<file path="config.mk">
export PLATFORM = sky130hd
export DESIGN_NAME = fetch_queue
export DESIGN_NICKNAME = d
export VERILOG_FILES = /design/src/rtl/fetch_queue_pkg.sv /design/src/rtl/fetch_queue_adder.sv /design/src/rtl/fetch_queue.sv
export SDC_FILE = /design/constraint.sdc
export NUM_CORES = 1
export LEC_CHECK = 0
export CAP_MARGIN = 30
export CELL_PAD_IN_SITES_DETAIL_PLACEMENT = 0
export CELL_PAD_IN_SITES_GLOBAL_PLACEMENT = 1
export CORE_ASPECT_RATIO = 1.1
export CORE_MARGIN = 8
export CORE_UTILIZATION = 42
export CTS_BUF_LIST = sky130_fd_sc_hd__clkbuf_16
export DETAILED_ROUTE_END_ITERATION = 8
export GPL_ROUTABILITY_DRIVEN = 0
export PLACE_DENSITY = 0.88
export SYNTH_ARGS = -nofsm -noshare
export SYNTH_HDL_FRONTEND = slang
export SYNTH_SLANG_ARGS = --single-unit
</file>
<file path="constraint.sdc">
create_clock -name clk -period 3.2 [get_ports clk]
set_clock_uncertainty 0.2 [all_clocks]
set_input_delay 0.64 -clock clk [delete_from_list [all_inputs] [get_ports clk]]
set_output_delay 0.64 -clock clk [all_outputs]
set_load 0.01 [all_outputs]
</file>
<file path="src/rtl/fetch_queue_pkg.sv">
// Shared constants and queue-operation helpers for the fetch queue.
package fetch_queue_pkg;

  localparam logic [31:0] NOP_INSTR  = 32'h0000_0000;
  localparam logic [31:0] INSTR_STEP = 32'h0000_0004;

  typedef enum logic [1:0] {
    OP_IDLE = 2'b00,
    OP_PUSH = 2'b01,
    OP_POP  = 2'b10,
    OP_BOTH = 2'b11
  } q_op_e;

  // Encodes the per-cycle queue activity for the occupancy update.
  function automatic q_op_e q_op(input logic push, input logic pop);
    return q_op_e'({pop, push});
  endfunction

endpackage

</file>
<file path="src/rtl/fetch_queue_adder.sv">
// Plain modulo-2^WIDTH adder used for the PC+4 computation.
module fetch_queue_adder #(
  parameter int unsigned WIDTH = 32
) (
  input  logic [WIDTH-1:0] a,
  input  logic [WIDTH-1:0] b,
  output logic [WIDTH-1:0] sum
);

  assign sum = a + b;

endmodule

</file>
<file path="src/rtl/fetch_queue.sv">
// Decoupling queue between fetch and decode: circular buffer of {instr, pc}
// with flush, full back-pressure and head outputs taken from registered state.
module fetch_queue
  import fetch_queue_pkg::*;
#(
  parameter int unsigned DEPTH = 4,
  parameter int unsigned WIDTH = 32
) (
  input  logic                   clk,
  input  logic                   reset,
  input  logic [WIDTH-1:0]       Instr_F,
  input  logic [WIDTH-1:0]       PC_F,
  input  logic                   Valid_F,
  output logic                   PC_WrEn,
  input  logic                   Flush,
  input  logic                   D_Ready,
  output logic [WIDTH-1:0]       Instr_D,
  output logic [WIDTH-1:0]       PC_D,
  output logic [WIDTH-1:0]       PCPlus4_D,
  output logic                   Valid_D,
  output logic [$clog2(DEPTH):0] Count
);

  localparam int unsigned PW = $clog2(DEPTH);
  localparam int unsigned CW = PW + 1;

  logic [WIDTH-1:0] instr_mem [DEPTH];
  logic [WIDTH-1:0] pc_mem    [DEPTH];
  logic [PW-1:0]    head;
  logic [PW-1:0]    tail;
  logic [CW-1:0]    count_q;
  logic             push;
  logic             pop;
  q_op_e            op;
  logic [WIDTH-1:0] pc_head;
  logic [WIDTH-1:0] pc_next;

  assign PC_WrEn = (count_q < CW'(DEPTH));
  assign Valid_D = (count_q != '0);
  assign Count   = count_q;

  // Flush wins over both sides; a full queue never pushes even when popping.
  assign push = Valid_F && PC_WrEn && !Flush;
  assign pop  = Valid_D && D_Ready && !Flush;
  assign op   = q_op(push, pop);

  always_ff @(posedge clk or negedge reset) begin
    if (!reset) begin
      head      <= '0;
      tail      <= '0;
      count_q   <= '0;
      instr_mem <= '{default: '0};
      pc_mem    <= '{default: '0};
    end else if (Flush) begin
      head    <= '0;
      tail    <= '0;
      count_q <= '0;
    end else begin
      if (push) begin
        instr_mem[tail] <= Instr_F;
        pc_mem[tail]    <= PC_F;
        tail            <= tail + PW'(1);
      end
      if (pop) begin
        head <= head + PW'(1);
      end
      case (op)
        OP_PUSH: count_q <= count_q + CW'(1);
        OP_POP:  count_q <= count_q - CW'(1);
        OP_IDLE: count_q <= count_q;
        OP_BOTH: count_q <= count_q;
        default: count_q <= count_q;
      endcase
    end
  end

  assign pc_head = pc_mem[head];

  fetch_queue_adder #(.WIDTH(WIDTH)) u_pc_plus4 (
    .a   (pc_head),
    .b   (WIDTH'(INSTR_STEP)),
    .sum (pc_next)
  );

  // Empty queue presents a nop at PC 0 so decode sees a clean bubble.
  assign Instr_D   = Valid_D ? instr_mem[head] : WIDTH'(NOP_INSTR);
  assign PC_D      = Valid_D ? pc_head         : '0;
  assign PCPlus4_D = Valid_D ? pc_next         : '0;

endmodule

</file>
Yosys cells after proc, flatten, opt, wreduce, memory -nomap -nowiden. Index checks and enable logic that the tools add are counted.

Word-level logic and storage cells: 58. Input bits: 69. Bits in registers: 263.

Equal/unequal tests: 4. Mux-type cells: 19. Bitwise operators: 3. Add/sub/neg operators: 5. Reduce and logical (&&, ||, !) cells: 12. Magnitude comparators: 4.

Operator list (number): $bwmux 128 (2); $mux 32 (8); $bmux 32 s2 (2); $demux 32 s2 (1); $add 32x3->32 const B (1); $mux 2 (4); $ge 3x3->1 const B (2); $not 2->3 (2); $pmux 3 s2 (1); $logic_and 1x1->1 (5); $add 2x1->2 const B (2); $eq 2x2->1 const B (2); $reduce_bool 2->1 (2); $add 3x1->3 const B (1); $lt 3x1->1 const B (1); $lt 3x3->1 const B (1); $mux 3 (1); $reduce_bool 3->1 (1); $sub 3x1->3 const B (1); $eq 2x1->1 const B (1); $logic_not 2->1 (1); $ne 2x1->1 const B (1); $reduce_and 2->1 (1); $reduce_or 2->1 (1); other kinds (2) (2).

Longest topological paths before layout. Gate-level depths: netlist of the first run.

Depth in word-level cells: 6. Mapped depth: 10. Gate-level depth less buffers: 9.

Modules after synthesis. Synthesis of the first run repeated with hierarchy kept, for this count alone.

Cell total of the unflattened synthesis: 1007. Area total of the unflattened synthesis: 15054.4 um^2.

By module, submodules not included: fetch_queue (area an instance 13329.0 um^2, times used 1, sequential area each 6581.3 um^2, cells an instance 771); fetch_queue_adder (area an instance 1725.4 um^2, times used 1, sequential area each 0.0 um^2, cells an instance 236).

Least setup slack after synthesis of the first run. No wires, ideal clock.

Kind: reg-to-output. Start: reg head[0]. End: out PCPlus4_D[21]. Slack: -48 ps. Cell stages (with the launch flop): 9. Data required time: 2360 ps. Path buffers: 3. Arrival time: 2408 ps. Cell sequence: dfrtp_1 buf_6 mux4_2 nand4_2 or4b_1 buf_2 buf_6 nor3_2 mux2_1.

Longest elaborated chain between the ends: 6.

RTL lines: start, declared (RTL line fetch_queue.sv:29) `logic [PW-1:0] head;`; start signal, assigned (RTL line fetch_queue.sv:65) `head <= head + PW'(1);`; $not 2->3 (implied by the code) (RTL line fetch_queue.sv:77) `assign pc_head = pc_mem[head];`; $bmux 32 s2 (RTL line fetch_queue.sv:77); $mux 32 (implied by the code) (2 in series) (RTL line fetch_queue.sv:77); $add 32x3->32 (RTL line fetch_queue_adder.sv:10) `assign sum = a + b;`; $mux 32 (RTL line fetch_queue.sv:88) `assign PCPlus4_D = Valid_D ? pc_next : '0;`; end, declared (RTL line fetch_queue.sv:19) `output logic [WIDTH-1:0] PCPlus4_D,`.

Every way passes these cells. The select of a mux whose other input is x is not followed.

Worst setup path in the final report of the first run.
Start: reg head[0]. End: out PCPlus4_D[22].

The elaborated chain is that of the path after synthesis.

==> out/qor.csv, run 1 <==
metric,value,unit
switching_power,3.54,mW
switching_share,28.3,%
grt_pass1_wl,50300,um
status,"complete, but fails checks",
max_cap_violations,0,
synth.top_cell.area_share,52.1,%
initial_utilization,42.7,%
met3_usage,3.34,%
synthFlopType,dfrtp_1,
cp.required,2.36,ns
combPwrFrac,34.9,%
cellLeakagePower,7.65,nW
p_seq_share,39.8,%
timing.rr.start,Count[1]$_DFFE_PN0P_,
cts-root-buf,clkbuf_16,
p_per_area,729,nW/um^2
drv_slew,0,
ir_drop,0.000442,V
wl_per_cell,20.2,um
netlist_instances,858,
antenna_found_initial,2,
reg2reg_depth,10,
yosys_warnings,0,
ys_async_sr_fraction,100,%
port_buffers,169,
start_kind,flop,
cp.arrival,3.10,ns
clkSlewWorstSetupHoldPaths,0.06,ns
fin_crit_sh,123,%
dieArea,35900,um^2
layout.cells.non_filler,1523,
drive_gt1_share,55.9,%
hold_path_end,instr_mem[27]$_DFFE_PN0P_,
fin_util,58.0,%
gr-usage-met2,28.7,%
setup_viol,71,
yosys.area.top_type,dfrtp_1,
drtAntennaViolNets,0,
hpwl,20300,um
cts_tree,yes,
synth_area,12600,um^2
cts_max_path_buffers,3,
min_path_type,reg -> reg,
setup_ws,-0.745,ns
grt_max_degree,92,
die-width,181,um
clk_latency,0.52,ns
pin_count,170,
cts.sinks,263,
synth_most_common_cell,dfrtp_1,
syn_avg_cell_area,14.7,um^2
relSlewSlack,51.6,%
core_region_area,29600,um^2
track_usage,17.3,%
fin_crit,3.94,ns
drc_errors,0,
ff_latch_area,6590,um^2
min_path_cells,1,
place_inst,1438,
critPathMaxFanout,9,
synth-seq-cells,263,
top_usage_layer,met2,
first_pass_iters,4,
grt-ovfl-total,0,
synthTopCellsByArea,"dfrtp_1 (52%), mux2_2 (23%), mux4_2 (11%)",
numCtsBuffers,27,
core.rowCount,66,
p_int,8.97,mW
p_clk_share,25.3,%
tightest_slew,0.726,ns
vias,8084,
fillers,2322,
synth_cell_types,42,
r2r_slack,0.47,ns
vias_per_cell,5.31,
r2r_end,Count[2]$_DFFE_PN0P_,
ys_seq_area_share,52.1,%
hold_violations,0,
synth-edff-count,0,
drtIter0Drc,304,
multiInputGateArea,6140,um^2
wirelength,30800,um
insertedDiodeCount,0,
use_met1,23.4,%
grt_pass1_vias,8999,
synth_nets,934,
timing.fmax,253,MHz
rsz0062_at_grt,yes,
dieHeight,198,um
violations,setup timing,
end_kind,output pin,
power,12.5,mW
final_nets,1204,
crit_type,reg -> out,
htreeDepth,1,
syn_to_final_growth,35.8,%
holdCritStartpoint,instr_mem[27]$_DFFE_PN0P_,
synth_commonest_cells,"dfrtp_1 (263), mux2_2 (256), and2_1 (65), mux4_2 (62), clkbuf_1 (41)",
## sequential cells by signal, indices dropped and copies added, names as in the netlist
| register | cells |
|---|---|
| instr_mem | 128 |
| tail | 2 |
| head | 2 |
| Count | 3 |
| pc_mem | 128 |
## per-stage QoR
stage | TNS (ns) | hold WS [ns] | worst slack (ns) | instance area [um^2]
floorplan | -0.00144 | 0.144 | -0.00144 | 12700
global placement | -14.07 | 0.284 | -0.628 | 15500
detailed placement | -14.85 | 0.288 | -0.639 | 15500
CTS | -24.15 | 0.304 | -0.803 | 16900
global route | -30.95 | 0.313 | -0.847 | 17200
finish | -24.30 | 0.300 | -0.745 | 17200
## layout by cell type, fill, tap and decap left out, types with 22 or more instances in the layout
| cell | count |
|---|---|
| mux4_2 | 64 |
| mux2_2 | 256 |
| and2_1 | 36 |
| clkdlybuf4s50_1 | 85 |
| buf_6 | 62 |
| and2_4 | 29 |
| nor2_1 | 38 |
| buf_12 | 22 |
| buf_4 | 76 |
| dfrtp_1 | 261 |
| clkbuf_16 | 27 |
| buf_2 | 26 |
## area by class of cell
| class | count | area share, % |
|---|---|---|
| multi-input cells | 528 | 35.8 |
| flip-flops and latches | 263 | 38.4 |
| well taps | 374 | 2.73 |
| inverters | 10 | 0.219 |
| clock inverters | 23 | 1.30 |
| clock buffers | 27 | 3.94 |
| repair buffers | 298 | 17.6 |
## cells by family (layout without fill, tap and decap cells)
logic type / count (synthesis) / after routing / share of synthesized area, %
buffers and inverters: 67 / 358 / 2.38
AOI/OAI and AO/OA: 8 / 8 / 0.386
muxes: 335 / 335 / 35.6
adders and majority gates: 7 / 7 / 0.753
xor gates and xnor gates: 16 / 16 / 1.11
DFF: 263 / 263 / 52.1
and+or+nand+nor: 162 / 162 / 7.68
## worst max-delay path by stage
stage                         from             to  slack, ns  cells after the start
4_1_cts        head[0]$_DFFE_PN0P_  PCPlus4_D[26]      -0.80                      8
3_5_place_dp   head[0]$_DFFE_PN0P_  PCPlus4_D[30]      -0.64                      7
6_report       head[0]$_DFFE_PN0P_  PCPlus4_D[22]      -0.74                     12
5_1_grt        head[0]$_DFFE_PN0P_  PCPlus4_D[22]      -0.85                     12
2_1_floorplan  head[0]$_DFFE_PN0P_  PCPlus4_D[21]     -0.001                      8
3_3_place_gp   head[0]$_DFFE_PN0P_  PCPlus4_D[30]      -0.63                      7
## routing by layer
layer / vias to the layer above / share of wire, %
li1: 3665 / -
met1: 4187 / 45
met2: 184 / 48
met3: 44 / 4.9
met4: 4 / 1.9
met5: - / 0.088
## power groups by stage
stage / Sequential, mW / Clock, mW / Combinational (mW)
6_report: 4.97 / 3.16 / 4.37
5_1_grt: 5.13 / 3.40 / 4.71
4_1_cts: 4.98 / 3.26 / 4.24
3_5_place_dp: 5.04 / 0 / 3.95
3_3_place_gp: 4.96 / 0 / 3.86
2_1_floorplan: 4.81 / 0 / 2.44
## repair_timing
item	4_1_cts	5_1_grt
pin swaps	20	15
endpoints found under the hold margin	83	0
hold buffers	1	0
setup buffers	25	6
gates resized for setup	384	48
gates cloned	3	0
setup endpoints to repair	96	88
## worst max-delay path, stage by stage, from the launching register on
cell	delay [ns]
dfrtp_4	0.50
buf_12	0.15
buf_12	0.15
mux4_2	0.37
buf_6	0.11
ha_4	0.15
buf_4	0.13
nand3_4	0.10
buf_12	0.15
buf_4	0.14
nor3b_4	0.19
mux2_4	0.32
buf_6	0.12
Power figures use the tool's default switching activity.
==> run 2, diff against run 1 <==
PLACE_DENSITY = 0.79   (was 0.88)
==> run 2 against run 1 <==
- the flow still finishes with violations (setup timing)
- worst hold slack lost 0.0015 ns
- core utilization down 0.56 points
- clock power is 4% higher
- non-clock buffer count fell by 11
- critical endpoint unchanged
- largest cell class unchanged
- largest power group unchanged
==> out/qor.csv, run 2 (synthesis results as in run 1) <==
metric,value,unit,change
port_buffers,169,,unchanged
crit_chain,buf_6 -> mux4_2 -> nand4_4 -> or4b_4 -> buf_8 -> buf_6 -> nor3b_4 -> mux2_4 -> buf_6,,
cts_tree,yes,,
core.rowCount,66,,unchanged
rsz0062_at_grt,yes,,
final_nets,1194,,-0.83%
cts-root-buf,clkbuf_16,,
drc_errors,0,,unchanged
crit_type,reg -> out,,
drtAntennaViolNets,0,,unchanged
dp_slack,-0.647,ns,-0.00798 ns
p_per_area,733,nW/um^2,+0.54%
timing.fmax,249,MHz,-1.6%
first_pass_iters,4,,unchanged
fin_crit,4.01,ns,+0.0638 ns
initial_utilization,42.7,%,unchanged
ir_drop,0.000565,V,+28%
status,"complete, but fails checks",,
cts_max_path_buffers,3,,unchanged
vias_per_cell,5.29,,-0.27%
p_clk_share,26.5,%,+1.2 points
clkSlewWorstSetupHoldPaths,0.06,ns,about the same
r2r_slack,0.64,ns,+0.17 ns
path_delay_family,simple AND/OR/NAND/NOR gates,,
final_cell_mix,"dfrtp_1 (261), mux2_2 (256), clkdlybuf4s50_1 (86)",,
cp.arrival,3.17,ns,+0.07 ns
start_kind,flop,,
grt-ovfl-total,0,,unchanged
track_usage,17.0,%,-0.31 points
dieHeight,198,um,unchanged
timing.rr.start,Count[2]$_DFFE_PN0P_,,
die-width,181,um,unchanged
core_region_area,29600,um^2,unchanged
wl_per_cell,19.9,um,-1.4%
cellLeakagePower,7.63,nW,-0.21%
htreeDepth,1,,unchanged
cp_slowest_cell,or4b_4,,
hpwl,20200,um,-0.62%
layout_commonest_cell,dfrtp_1,,
pin_count,170,,unchanged
setup_viol,54,,-24%
switching_share,28.0,%,-0.32 points
max_stage_delay,0.56,ns,+0.06 ns
drive_gt1_share,53.6,%,-2.3 points
combPwrFrac,33.7,%,-1.2 points
antenna_found_initial,3,,+1
setup_ws,-0.809,ns,-0.0638 ns
cp.required,2.36,ns,about the same
p_int,8.97,mW,about the same
hold_violations,0,,unchanged
final_area,17000,um^2,-0.97%
fin_crit_sh,125,%,+2.0 points
startpoint,head[0]$_DFFE_PN0P_,,
grt_pass1_wl,49600,um,-1.5%
grt_pass1_vias,8878,,-1.3%
fillers,2333,,+0.47%
holdCritStartpoint,instr_mem[48]$_DFFE_PN0P_,,
dieArea,35900,um^2,unchanged
drv_slew,0,,unchanged
syn_to_final_growth,34.5,%,
violations,setup timing,,
clk_latency,0.54,ns,+0.02 ns
end_kind,output pin,,
tightest_slew,0.538,ns,-0.188 ns
power,12.5,mW,-0.44%
place_area,15500,um^2,-0.11%
drtIter0Drc,453,,+49%
cp_common_cell,buf_6,,
p_seq_share,39.8,%,about the same
min_path_type,reg -> reg,,
vias,8025,,-0.73%
critPathMaxFanout,5,,-4
relSlewSlack,64.1,%,+13 points
cts.sinks,263,,unchanged
switching_power,3.48,mW,-1.6%
cp_num_buf_inv,4,,-3
numCtsBuffers,28,,+3.7%
max_cap_violations,0,,unchanged
grt_max_degree,75,,-18%
wirelength,30200,um,-1.9%
[run 2: final timing paths]
check | to | cells after the start
setup / recovery | PCPlus4_D[22] | 9
hold / removal | instr_mem[48]$_DFFE_PN0P_ | 1
setup reg to reg | Count[2]$_DFFE_PN0P_ | 9
hold reg to reg | instr_mem[48]$_DFFE_PN0P_ | 1
max in group asynchronous | pc_mem[102]$_DFFE_PN0P_ | 3
min in group asynchronous | pc_mem[90]$_DFFE_PN0P_ | 2
[run 2: metal layers]
layer	GRT usage [%]	wire length, um	vias up
met5	0	33	-
met2	28.3	14700	175
met1	23.0	13600	4155
met4	3.31	441	6
li1	-	-	3650
met3	3.50	1400	39
[run 2: layout make-up]
| type | count | area, um^2 | area share, % |
|---|---|---|---|
| sequential | 263 | 6590 | 38.8 |
| timing repair buffer | 287 | 2840 | 16.7 |
| clock buffer | 28 | 701 | 4.12 |
| tap | 374 | 468 | 2.75 |
| antenna | 2 | 5.00 | 0.0295 |
| inverter | 10 | 45.0 | 0.265 |
| multi-input combinational | 528 | 6090 | 35.9 |
| clock inverter | 24 | 246 | 1.45 |
[run 2: power groups by stage]
stage	logic, mW	clock network (mW)	registers [mW]
floorplan	2.44	0	4.81
global placement	3.90	0	4.97
detailed placement	3.97	0	5.01
CTS	4.00	3.38	4.96
global route	4.54	3.53	5.12
finish	4.20	3.30	4.96
[run 2: stage by stage]
step | setup TNS, ns | utilization [%] | hold WS, ns | instances
5_1_grt | -22.22 | 57.4 | 0.312 | 1514
6_report | -17.41 | 57.5 | 0.299 | 1516
3_5_place_dp | -11.87 | 52.4 | 0.289 | 1439
2_1_floorplan | -0.00144 | - | 0.144 | 858
3_3_place_gp | -10.96 | 52.4 | 0.284 | 1439
4_1_cts | -28.21 | 56.3 | 0.303 | 1496
[run 2: timing repair]
item,4_1_cts,5_1_grt
endpoints found under the hold margin,65,0
gates resized for setup,178,196
setup endpoints to repair,96,87
cloned,1,0
setup buffers,3,25
pin swaps,12,14
hold buffers,1,0
